**src/rtl/hl5_rd_stream_pkg.sv**
```systemverilog
// Shared definitions for the hl5_rd_stream burst reader: memory size,
// state encoding, burst length width and the request range check.
package hl5_rd_stream_pkg;

    localparam int unsigned LEN_W     = 16;
    localparam logic [31:0] MEM_WORDS = 32'd51200;

    typedef enum logic [1:0] {
        IDLE  = 2'd0,
        RUN   = 2'd1,
        DRAIN = 2'd2
    } state_e;

    // True when words [first, first+len) all lie inside the memory.
    function automatic logic in_range(input logic [31:0] first, input logic [LEN_W-1:0] len);
        return (first + 32'(len)) <= MEM_WORDS;
    endfunction

endpackage

```
**src/rtl/hl5_rd_stream_fifo.sv**
```systemverilog
// Output FIFO for hl5_rd_stream: synchronous, cleared by RSTN, DEPTH x W.
// The head word is presented combinationally and forced to zero when empty.
// The reader never pushes when full, so there is no overflow guard here.
module hl5_rd_stream_fifo #(
    parameter int DEPTH = 4,
    parameter int W     = 32
) (
    input  logic         CLK,
    input  logic         RSTN,
    input  logic         push_i,
    input  logic [W-1:0] push_data_i,
    input  logic         pop_i,
    output logic         valid_o,
    output logic [W-1:0] data_o
);
    localparam int PTR_W = $clog2(DEPTH);
    localparam int CNT_W = PTR_W + 1;

    logic [W-1:0]     mem_q [DEPTH];
    logic [PTR_W-1:0] wr_ptr_q;
    logic [PTR_W-1:0] rd_ptr_q;
    logic [CNT_W-1:0] count_q;
    logic             pop_eff;

    assign valid_o = (count_q != '0);
    assign pop_eff = pop_i && valid_o;
    assign data_o  = valid_o ? mem_q[rd_ptr_q] : '0;

    // Storage array: written on push, contents qualified by count_q.
    always_ff @(posedge CLK) begin
        if (push_i) begin
            mem_q[wr_ptr_q] <= push_data_i;
        end
    end

    // Pointers and occupancy; simultaneous push and pop leave count unchanged.
    always_ff @(posedge CLK) begin
        if (!RSTN) begin
            wr_ptr_q <= '0;
            rd_ptr_q <= '0;
            count_q  <= '0;
        end else begin
            if (push_i) begin
                wr_ptr_q <= wr_ptr_q + PTR_W'(1);
            end
            if (pop_eff) begin
                rd_ptr_q <= rd_ptr_q + PTR_W'(1);
            end
            case ({push_i, pop_eff})
                2'b10:   count_q <= count_q + CNT_W'(1);
                2'b01:   count_q <= count_q - CNT_W'(1);
                default: count_q <= count_q;
            endcase
        end
    end

endmodule

```
**src/rtl/hl5_rd_stream.sv**
```systemverilog
// hl5_rd_stream: streams a burst of words from a 1w1r memory read port into a
// valid/ready output through a small FIFO, keeping at most FIFO_DEPTH reads
// outstanding so the FIFO can never overflow.
// Handshake: a word transfers on a cycle where out_valid && out_ready; out_data
// is held stable while out_valid && !out_ready.
// Optional feature macro HL5_RD_STREAM_STATS_EN adds the stall_cnt output.
module hl5_rd_stream
    import hl5_rd_stream_pkg::*;
#(
    parameter int ADDR_W     = 16,
    parameter int DATA_W     = 32,
    parameter int FIFO_DEPTH = 4
) (
    input  logic              CLK,
    input  logic              RSTN,
    input  logic              start,
    input  logic [ADDR_W-1:0] base_addr,
    input  logic [LEN_W-1:0]  length,
    output logic              busy,
    output logic              done,
    output logic              err,
    output logic              CE1,
    output logic [ADDR_W-1:0] A1,
    input  logic [DATA_W-1:0] Q1,
    output logic              out_valid,
    input  logic              out_ready,
    output logic [DATA_W-1:0] out_data,
`ifdef HL5_RD_STREAM_STATS_EN
    output logic [31:0]       stall_cnt,
`endif
    output state_e            dbg_state_o
);
    localparam int CNT_W = $clog2(FIFO_DEPTH) + 1;
    localparam logic [CNT_W-1:0] DEPTH_C = CNT_W'(FIFO_DEPTH);

    state_e            state_q;
    logic              ce_q;
    logic [ADDR_W-1:0] a_q;
    logic [ADDR_W-1:0] next_addr_q;
    logic [LEN_W-1:0]  left_q;      // words not yet scheduled for a read
    logic              inflight_q;  // a read was issued last cycle; Q1 is valid now
    logic [CNT_W-1:0]  outst_q;     // issued reads not yet popped (FIFO + in flight)
    logic [CNT_W-1:0]  outst_d;
    logic              done_q;
    logic              err_q;
    logic              pop;
    logic              start_ok;
    logic              can_issue;

    assign pop       = out_valid && out_ready;
    assign outst_d   = outst_q + CNT_W'(ce_q) - CNT_W'(pop);
    assign can_issue = outst_d < DEPTH_C;
    assign start_ok  = (length != '0) && in_range(32'(base_addr), length);

    assign CE1         = ce_q;
    assign A1          = a_q;
    assign busy        = (state_q != IDLE);
    assign done        = done_q;
    assign err         = err_q;
    assign dbg_state_o = state_q;

    // Burst control FSM; CE1/A1 are registered so each read is decided one
    // cycle ahead using the occupancy that will hold in that cycle.
    always_ff @(posedge CLK) begin
        if (!RSTN) begin
            state_q     <= IDLE;
            ce_q        <= 1'b0;
            a_q         <= '0;
            next_addr_q <= '0;
            left_q      <= '0;
            inflight_q  <= 1'b0;
            outst_q     <= '0;
            done_q      <= 1'b0;
            err_q       <= 1'b0;
        end else begin
            done_q     <= 1'b0;
            err_q      <= 1'b0;
            ce_q       <= 1'b0;
            a_q        <= '0;
            inflight_q <= ce_q;
            outst_q    <= outst_d;
            case (state_q)
                IDLE: begin
                    if (start) begin
                        if (length == '0) begin
                            done_q <= 1'b1;
                        end else if (!start_ok) begin
                            err_q <= 1'b1;
                        end else begin
                            state_q     <= RUN;
                            ce_q        <= 1'b1;
                            a_q         <= base_addr;
                            next_addr_q <= base_addr + ADDR_W'(1);
                            left_q      <= length - LEN_W'(1);
                        end
                    end
                end
                RUN: begin
                    if (left_q == '0) begin
                        state_q <= DRAIN;
                    end else if (can_issue) begin
                        ce_q        <= 1'b1;
                        a_q         <= next_addr_q;
                        next_addr_q <= next_addr_q + ADDR_W'(1);
                        left_q      <= left_q - LEN_W'(1);
                    end
                end
                DRAIN: begin
                    if (pop && (outst_q == CNT_W'(1))) begin
                        state_q <= IDLE;
                        done_q  <= 1'b1;
                    end
                end
                default: state_q <= IDLE;
            endcase
        end
    end

    hl5_rd_stream_fifo #(
        .DEPTH (FIFO_DEPTH),
        .W     (DATA_W)
    ) u_fifo (
        .CLK         (CLK),
        .RSTN        (RSTN),
        .push_i      (inflight_q),
        .push_data_i (Q1),
        .pop_i       (pop),
        .valid_o     (out_valid),
        .data_o      (out_data)
    );

`ifdef HL5_RD_STREAM_STATS_EN
    logic [31:0] stall_q;
    assign stall_cnt = stall_q;

    // Saturating count of backpressured cycles during a burst.
    always_ff @(posedge CLK) begin
        if (!RSTN) begin
            stall_q <= '0;
        end else if ((state_q == IDLE) && start && start_ok) begin
            stall_q <= '0;
        end else if ((state_q != IDLE) && out_valid && !out_ready && (stall_q != '1)) begin
            stall_q <= stall_q + 32'd1;
        end
    end
`endif

endmodule
```
**config.mk**
```make
export PLATFORM = sky130hd
export DESIGN_NAME = hl5_rd_stream
export DESIGN_NICKNAME = d
export VERILOG_FILES = /design/src/rtl/hl5_rd_stream_pkg.sv /design/src/rtl/hl5_rd_stream_fifo.sv /design/src/rtl/hl5_rd_stream.sv
export SDC_FILE = /design/constraint.sdc
export NUM_CORES = 1
export LEC_CHECK = 0
export CORE_MARGIN = 2
export CORE_UTILIZATION = 56
export CTS_CLUSTER_SIZE = 28
export DETAILED_ROUTE_END_ITERATION = 10
export PLACE_DENSITY_LB_ADDON = 0.2
export SYNTH_ARGS = -nofsm -noshare
export SYNTH_HDL_FRONTEND = slang
export SYNTH_SLANG_ARGS = --single-unit
```
**constraint.sdc**
```tcl
create_clock -name CLK -period 5.06 [get_ports CLK]
set_clock_uncertainty 0.1 [all_clocks]
set_input_delay 0.759 -clock CLK [delete_from_list [all_inputs] [get_ports CLK]]
set_output_delay 0.759 -clock CLK [all_outputs]
set_load 0.05 [all_outputs]
```
# After elaboration in Yosys (flattened, before gate mapping)

Memories as Yosys holds them, arrays and structs flattened. A register that Yosys moved wholly into a read port is not among the register bits.
Index checks and enable logic that the tools add are counted.

Memory bits (writable): 128
Logic and storage cells: 97
Output and inout port bits: 55
Bits of input ports: 68
Memories kept: 1
Latch bits: 0
Bits in registers: 64
ROM bits: 0

Div/mod/pow operators: 0
Reductions and logical operators: 15
$add $sub $neg: 11
Muxes and demuxes: 41
Equal/unequal tests: 12
Magnitude comparators: 2
Shift-type cells: 0
Multiply operators: 0
Bitwise operators: 3

Memories:

| memory       | depth | width | read ports | clocked after Yosys merged registers in | write ports | RTL line                 | text |
|---|---|---|---|---|---|---|---|
| u_fifo.mem_q | 4     | 32    | 1          | 1                                       | 1           | hl5_rd_stream_fifo.sv:19 | `logic [W-1:0] mem_q [DEPTH];` |

Operators by type and width:

| operator                | number |
|---|---|
| $mux W16                | 15 |
| $pmux W16 S2            | 3 |
| $add A16 B1 Y16 const B | 2 |
| $logic_not A16 Y1       | 2 |
| $mux W32                | 1 |
| $sub A16 B1 Y16 const B | 2 |
| $add A16 B16 Y17        | 1 |
| $le A17 B16 Y1 const B  | 1 |
| $reduce_bool A16 Y1     | 1 |
| $mux W2                 | 7 |
| $ne A2 B2 Y1 const B    | 7 |
| $mux W1                 | 11 |
| $pmux W2 S3             | 1 |
| $pmux W3 S2             | 1 |
| $reduce_and A6 Y1       | 1 |
| $reduce_bool A2 Y1      | 3 |
| $reduce_and A5 Y1       | 1 |
| $add A2 B1 Y2 const B   | 2 |
| $eq A2 B1 Y1 const B    | 2 |
| $eq A2 B2 Y1 const B    | 2 |
| $logic_and A1 B1 Y1     | 4 |
| $pmux W1 S2             | 2 |
| $reduce_or A4 Y1        | 1 |
| $add A3 B1 Y3           | 1 |
| 8 further kinds         | 10 |

# Depth between registers and ports, before layout

Word-level depth: 7
Gate-level depth with buffers: 18
Gate-level depth less buffers: 16

# Hierarchy

From an unflattened synthesis, not the netlist that was laid out.

Cell total of the unflattened synthesis: 875
Area, all modules: 9,963.3 um^2

Modules (own cells, without submodules):

| module             | sequential area each (um^2) | area each (um^2) | times used | cells an instance |
|---|---|---|---|---|
| hl5_rd_stream_fifo | 4,023.9                     | 5,302.6          | 1          | 251 |
| hl5_rd_stream      | 1,141.1                     | 4,660.7          | 1          | 624 |

# Worst setup path after synthesis

Ideal clock, no wire load.

Kind: flip-flop to flip-flop
Start: register state_q[0], in the netlist dbg_state_o[0]
End: register next_addr_q[14]
Data required time: 4,840 ps
Cell stages (with the launch flop): 19
Period minus slack after synthesis: 4,383 ps
Data arrival time: 4,164 ps
Library setup time: 120 ps
Setup slack: 677 ps
Buffers on the path: 6
Path through: dfxtp_1 > clkbuf_1 > nor2b_1 > clkbuf_1 > clkbuf_1 > clkbuf_1 > clkbuf_1 > clkbuf_1 > nand2_1 > nand2_1 > ha_1 > o21ai_0 > nand2b_1 > a21o_1 > a21o_1 > a21o_1 > o211ai_1 > o31ai_1 > o31a_1

Cells in the longest elaborated chain, start to end: 3
Elaborated cells on any way between the ends: 10
Those cells by class: eq/ne (6); mux (1); reduce/logical (3)

RTL lines:

| what                                                                | RTL line             | text |
|---|---|---|
| start: declaration                                                  | hl5_rd_stream.sv:36  | `state_e state_q;` |
| start signal: assignment                                            | hl5_rd_stream.sv:66  | `state_q <= IDLE;` |
| start signal: assignment                                            | hl5_rd_stream.sv:90  | `state_q <= RUN;` |
| start signal: assignment                                            | hl5_rd_stream.sv:100 | `state_q <= DRAIN;` |
| $eq A2 B1 Y1 / $logic_not A2 Y1 (equally long branches)             | hl5_rd_stream.sv:82  | `case (state_q)` |
| $ne A2 B2 Y1 (no line) / $reduce_bool A2 Y1 (equally long branches) | --                   |  |
| $reduce_and A6 Y1 (no line)                                         | --                   |  |
| end signal: assignment                                              | hl5_rd_stream.sv:93  | `next_addr_q <= base_addr + ADDR_W'(1);` |
| end signal: assignment                                              | hl5_rd_stream.sv:104 | `next_addr_q <= next_addr_q + ADDR_W'(1);` |
| end: declaration                                                    | hl5_rd_stream.sv:39  | `logic [ADDR_W-1:0] next_addr_q;` |

Several ways; a longest one is shown, not always the timed one.
A chain may end at the register's enable or synchronous reset.

# Final worst setup path

Start: input base_addr[0]
End: register next_addr_q[6]

Cells in the longest elaborated chain, start to end: 5
Elaborated cells on any way between the ends: 10
Those cells by class: add/sub (2); order compare (1); eq/ne (1); mux (4); reduce/logical (2)

RTL lines:

| what                                                               | RTL line                                     | text |
|---|---|---|
| start: declaration                                                 | hl5_rd_stream.sv:17                          | `input logic [ADDR_W-1:0] base_addr,` |
| $add A16 B16 Y17 / $add A16 B1 Y16 (equally long branches)         | hl5_rd_stream_pkg.sv:16, hl5_rd_stream.sv:93 |  |
| $le A17 B16 Y1 / $mux W16 (equally long branches)                  | hl5_rd_stream_pkg.sv:16, hl5_rd_stream.sv:87 |  |
| $logic_and A1 B1 Y1 / $mux W16 (equally long branches)             | hl5_rd_stream.sv:53, hl5_rd_stream.sv:85     |  |
| $ne A2 B2 Y1 (no line) / $mux W16 (equally long branches)          | --                                           |  |
| $reduce_and A6 Y1 (no line) / $pmux W16 S2 (equally long branches) | --                                           |  |

Several ways; a longest one is shown, not always the timed one. The select of a mux whose other input is x is not followed.

==> out/summary.txt <==
outcome: complete, no violations
Required @ worst endpoint: 5260 ps
# hold bufs at CTS: 0
initial core utilization: 0.569
crit-path max cell delay: 470 ps
CP cell instances: clkdlybuf4s50_1, ha_1, fa_1, a21o_1, a221oi_4, a21oi_1, o311ai_0, nand4_1, o311ai_1, a311o_1, a21o_1, buf_4, mux2i_1, a31oi_1
Post-synth ARST share: 0
wire per inst: 20.5 um
Peak supply drop: 0.348 mV
top_reg_cell synth: edfxtp_1
overall global routing resource usage: 0.260
FMAX: 220 MHz
Final Cycle Share: 0.900
row count: 48
critical path's top delay family: compound AO/OA/AOI/OAI gates
syn_area_per_cell: 11.8 um^2
overall power: 5.21 mW
CTS resizes: 0
final hold violations: 0
root buffer cell: clkbuf_16
most used cell, CP: a21o_1
Antenna Nets Post-Route: 0
I/O Pins: 123
Die Area: 0.0184 mm^2
Static Leak: 4.07 nW
gpl congestion: 0.982
sequential area share after synthesis: 0.531
Area Growth Syn to Fin: 21.1%
CP bufs+invs: 2
1st-pass router iterations: 5
crit-path max FO: 16
fraction of layout cells with a size suffix above 1: 0.107
synth unique cells: 70
Seq cells post-synth: 194
diode count: 0
Worst-Margin Slew: 882 ps
largest net degree at the start of global routing: 56
Detailed Route WL: 24.0 mm
post-route minimum period: 4550 ps
setup TNS: 0 ps
1st-iter DRT viols: 630
width of the die: 136 um
Post-Syn Instances: 822
critical path's slowest cell: clkdlybuf4s50_1
Post-CTS Setup Inserts: 0
initial antenna violation count: 0
Vias: 7380
CTS buffer count: 17
H-tree Lvls: 4
Ys Warns: 0
# DRC: 0
Setup-failing EPs final: 0
Power Density: 442 mW/mm^2
Clock Tree Buf Depth: 2
syn_nets: 918
Hold Path Class: register to register
worst-skew pair later-pin latency: 430 ps
CORE AREA: 0.0171 mm^2
Max-cap violations: 0
Post-Syn Area: 0.00973 mm^2
crit path capture type: register
vias in the first global route: 7072
TritonCTS clock tree: built
clock transition at the registers of the reported paths: 70 ps
Critical Setup Path Class: input port to register
DR vias/cell: 6.28
CP arrival: 4760 ps
Detailed Place HPWL: 16.4 mm
nets: 1033
Worst slew margin: 0.412
Final Max Tran Viols: 0
IO Port Bufs: 122
clk sinks: 194
EDFF count, synth: 128
RSZ-0062 raised after global routing: no
Remaining Overflow, GRT: 0
global-route wire length before repair: 36.8 mm
Fill cells: 1217
die height: 136 um
CP Launch Type: input port
## metrics by stage
stage,setup WS [ps],hold WS (ps),cell area [um^2],utilization,instances
floorplan,677,354,9730,-,822
global placement,279,363,11200,0.655,1143
detailed placement,115,393,11200,0.655,1143
CTS,546,404,11800,0.689,1175
global route,240,433,11800,0.689,1175
finish,508,404,11800,0.689,1175
## sequential cells by signal (all words and copies together), names as in the netlist, 2 cells and up, named ones only
name,cells
dbg_state_o,2
u_fifo.wr_ptr_q,2
u_fifo.rd_ptr_q,2
A1,16
outst_q,3
next_addr_q,16
u_fifo.mem_q,128
u_fifo.count_q,3
left_q,16
## synthesized netlist by cell type (3+ instances only)
| library cell | n | area (um^2) |
|---|---|---|
| mux2i_1 | 27 | 270 |
| nor3_1 | 37 | 185 |
| or3_1 | 11 | 68.8 |
| and3_1 | 27 | 169 |
| xor2_1 | 8 | 70.1 |
| inv_1 | 15 | 56.3 |
| a21oi_1 | 22 | 110 |
| a22oi_1 | 17 | 128 |
| nor2_1 | 57 | 214 |
| mux4_2 | 32 | 721 |
| o31a_1 | 6 | 52.6 |
| a21o_1 | 20 | 150 |
| nand2b_1 | 5 | 31.3 |
| a211oi_1 | 5 | 37.5 |
| xnor2_1 | 7 | 61.3 |
| or2_2 | 4 | 25.0 |
| nor2b_1 | 3 | 18.8 |
| ha_1 | 25 | 313 |
| nor4_1 | 10 | 62.6 |
| buf_2 | 4 | 20.0 |
| nand2_1 | 38 | 143 |
| nand4_1 | 5 | 31.3 |
| buf_6 | 3 | 33.8 |
| mux2_2 | 3 | 33.8 |
| buf_1 | 7 | 26.3 |
| edfxtp_1 | 128 | 3840 |
| buf_4 | 4 | 30.0 |
| nand3_1 | 26 | 130 |
| and2_1 | 44 | 275 |
| o31ai_1 | 3 | 22.5 |
| a31oi_1 | 42 | 263 |
| o21bai_1 | 3 | 22.5 |
| o21ai_0 | 18 | 90.1 |
| dfxtp_1 | 66 | 1320 |
| fa_1 | 3 | 60.1 |
| or4_1 | 18 | 135 |
| clkbuf_1 | 28 | 105 |
## power by group
group          internal (mW)  switching [mW]
sequential              1.80           0.139
combinational          0.755            1.18
clock                  0.704           0.625
total                   3.26            1.95
## cell families (layout without fill, tap and decap cells)
logic type | Yosys count | count (layout) | synth area share
and+or+nand+nor | 295 | 295 | 0.163
DFF | 194 | 194 | 0.531
AOI/OAI and AO/OA | 163 | 163 | 0.116
muxes | 65 | 65 | 0.110
buffers and inverters | 62 | 190 | 0.0283
adders and majority gates | 28 | 28 | 0.0383
xor gates and xnor gates | 15 | 15 | 0.0135
## layout make-up
class,count,area (um^2),area share
Clock buffer,18,429,0.0364
Clock inverter,14,155,0.0132
Inverter,16,60.1,0.00509
Multi-Input combinational cell,566,4300,0.365
Sequential cell,194,5170,0.438
Tap cell,225,282,0.0239
Timing Repair Buffer,142,1400,0.118
## layout by cell type (no fill, tap or decap), types with 18 or more instances in the layout
master           synthesis  final
o21ai_0                 18     18
nor2_1                  57     57
mux2i_1                 27     27
nand3_1                 26     26
and3_1                  27     27
dfxtp_1                 66     65
or4_1                   18     18
nand2_1                 38     38
edfxtp_1               128    128
and2_1                  44     44
a31oi_1                 42     42
buf_4                    4     18
nor3_1                  37     37
clkdlybuf4s50_1          0    122
a21oi_1                 22     22
ha_1                    25     25
mux4_2                  32     32
a21o_1                  20     20
## routing by layer
metal,wire length [um],GRT usage,vias up,part of all wire
li1,-,-,3403,-
met1,9400,0.318,3605,0.39
met2,12200,0.453,328,0.51
met3,1690,0.0466,44,0.070
met4,692,0.115,0,0.029
met5,0,0,-,0
## worst min-delay path, stage by stage (launching register included)
cell,delay [ps]
dfxtp_1,320
o21ai_0,70
a21oi_1,70
## path summary, 6_finish.rpt
check	start	to	slack, ps	depth (start not counted)
setup / recovery	base_addr[0]	next_addr_q[6]	510	14
hold / removal	u_fifo.count_q[2]	u_fifo.count_q[2]	400	2
setup reg to reg	u_fifo.count_q[2]	next_addr_q[6]	750	17
hold reg to reg	u_fifo.count_q[2]	u_fifo.count_q[2]	400	2
(Power assumes the default switching activity.)
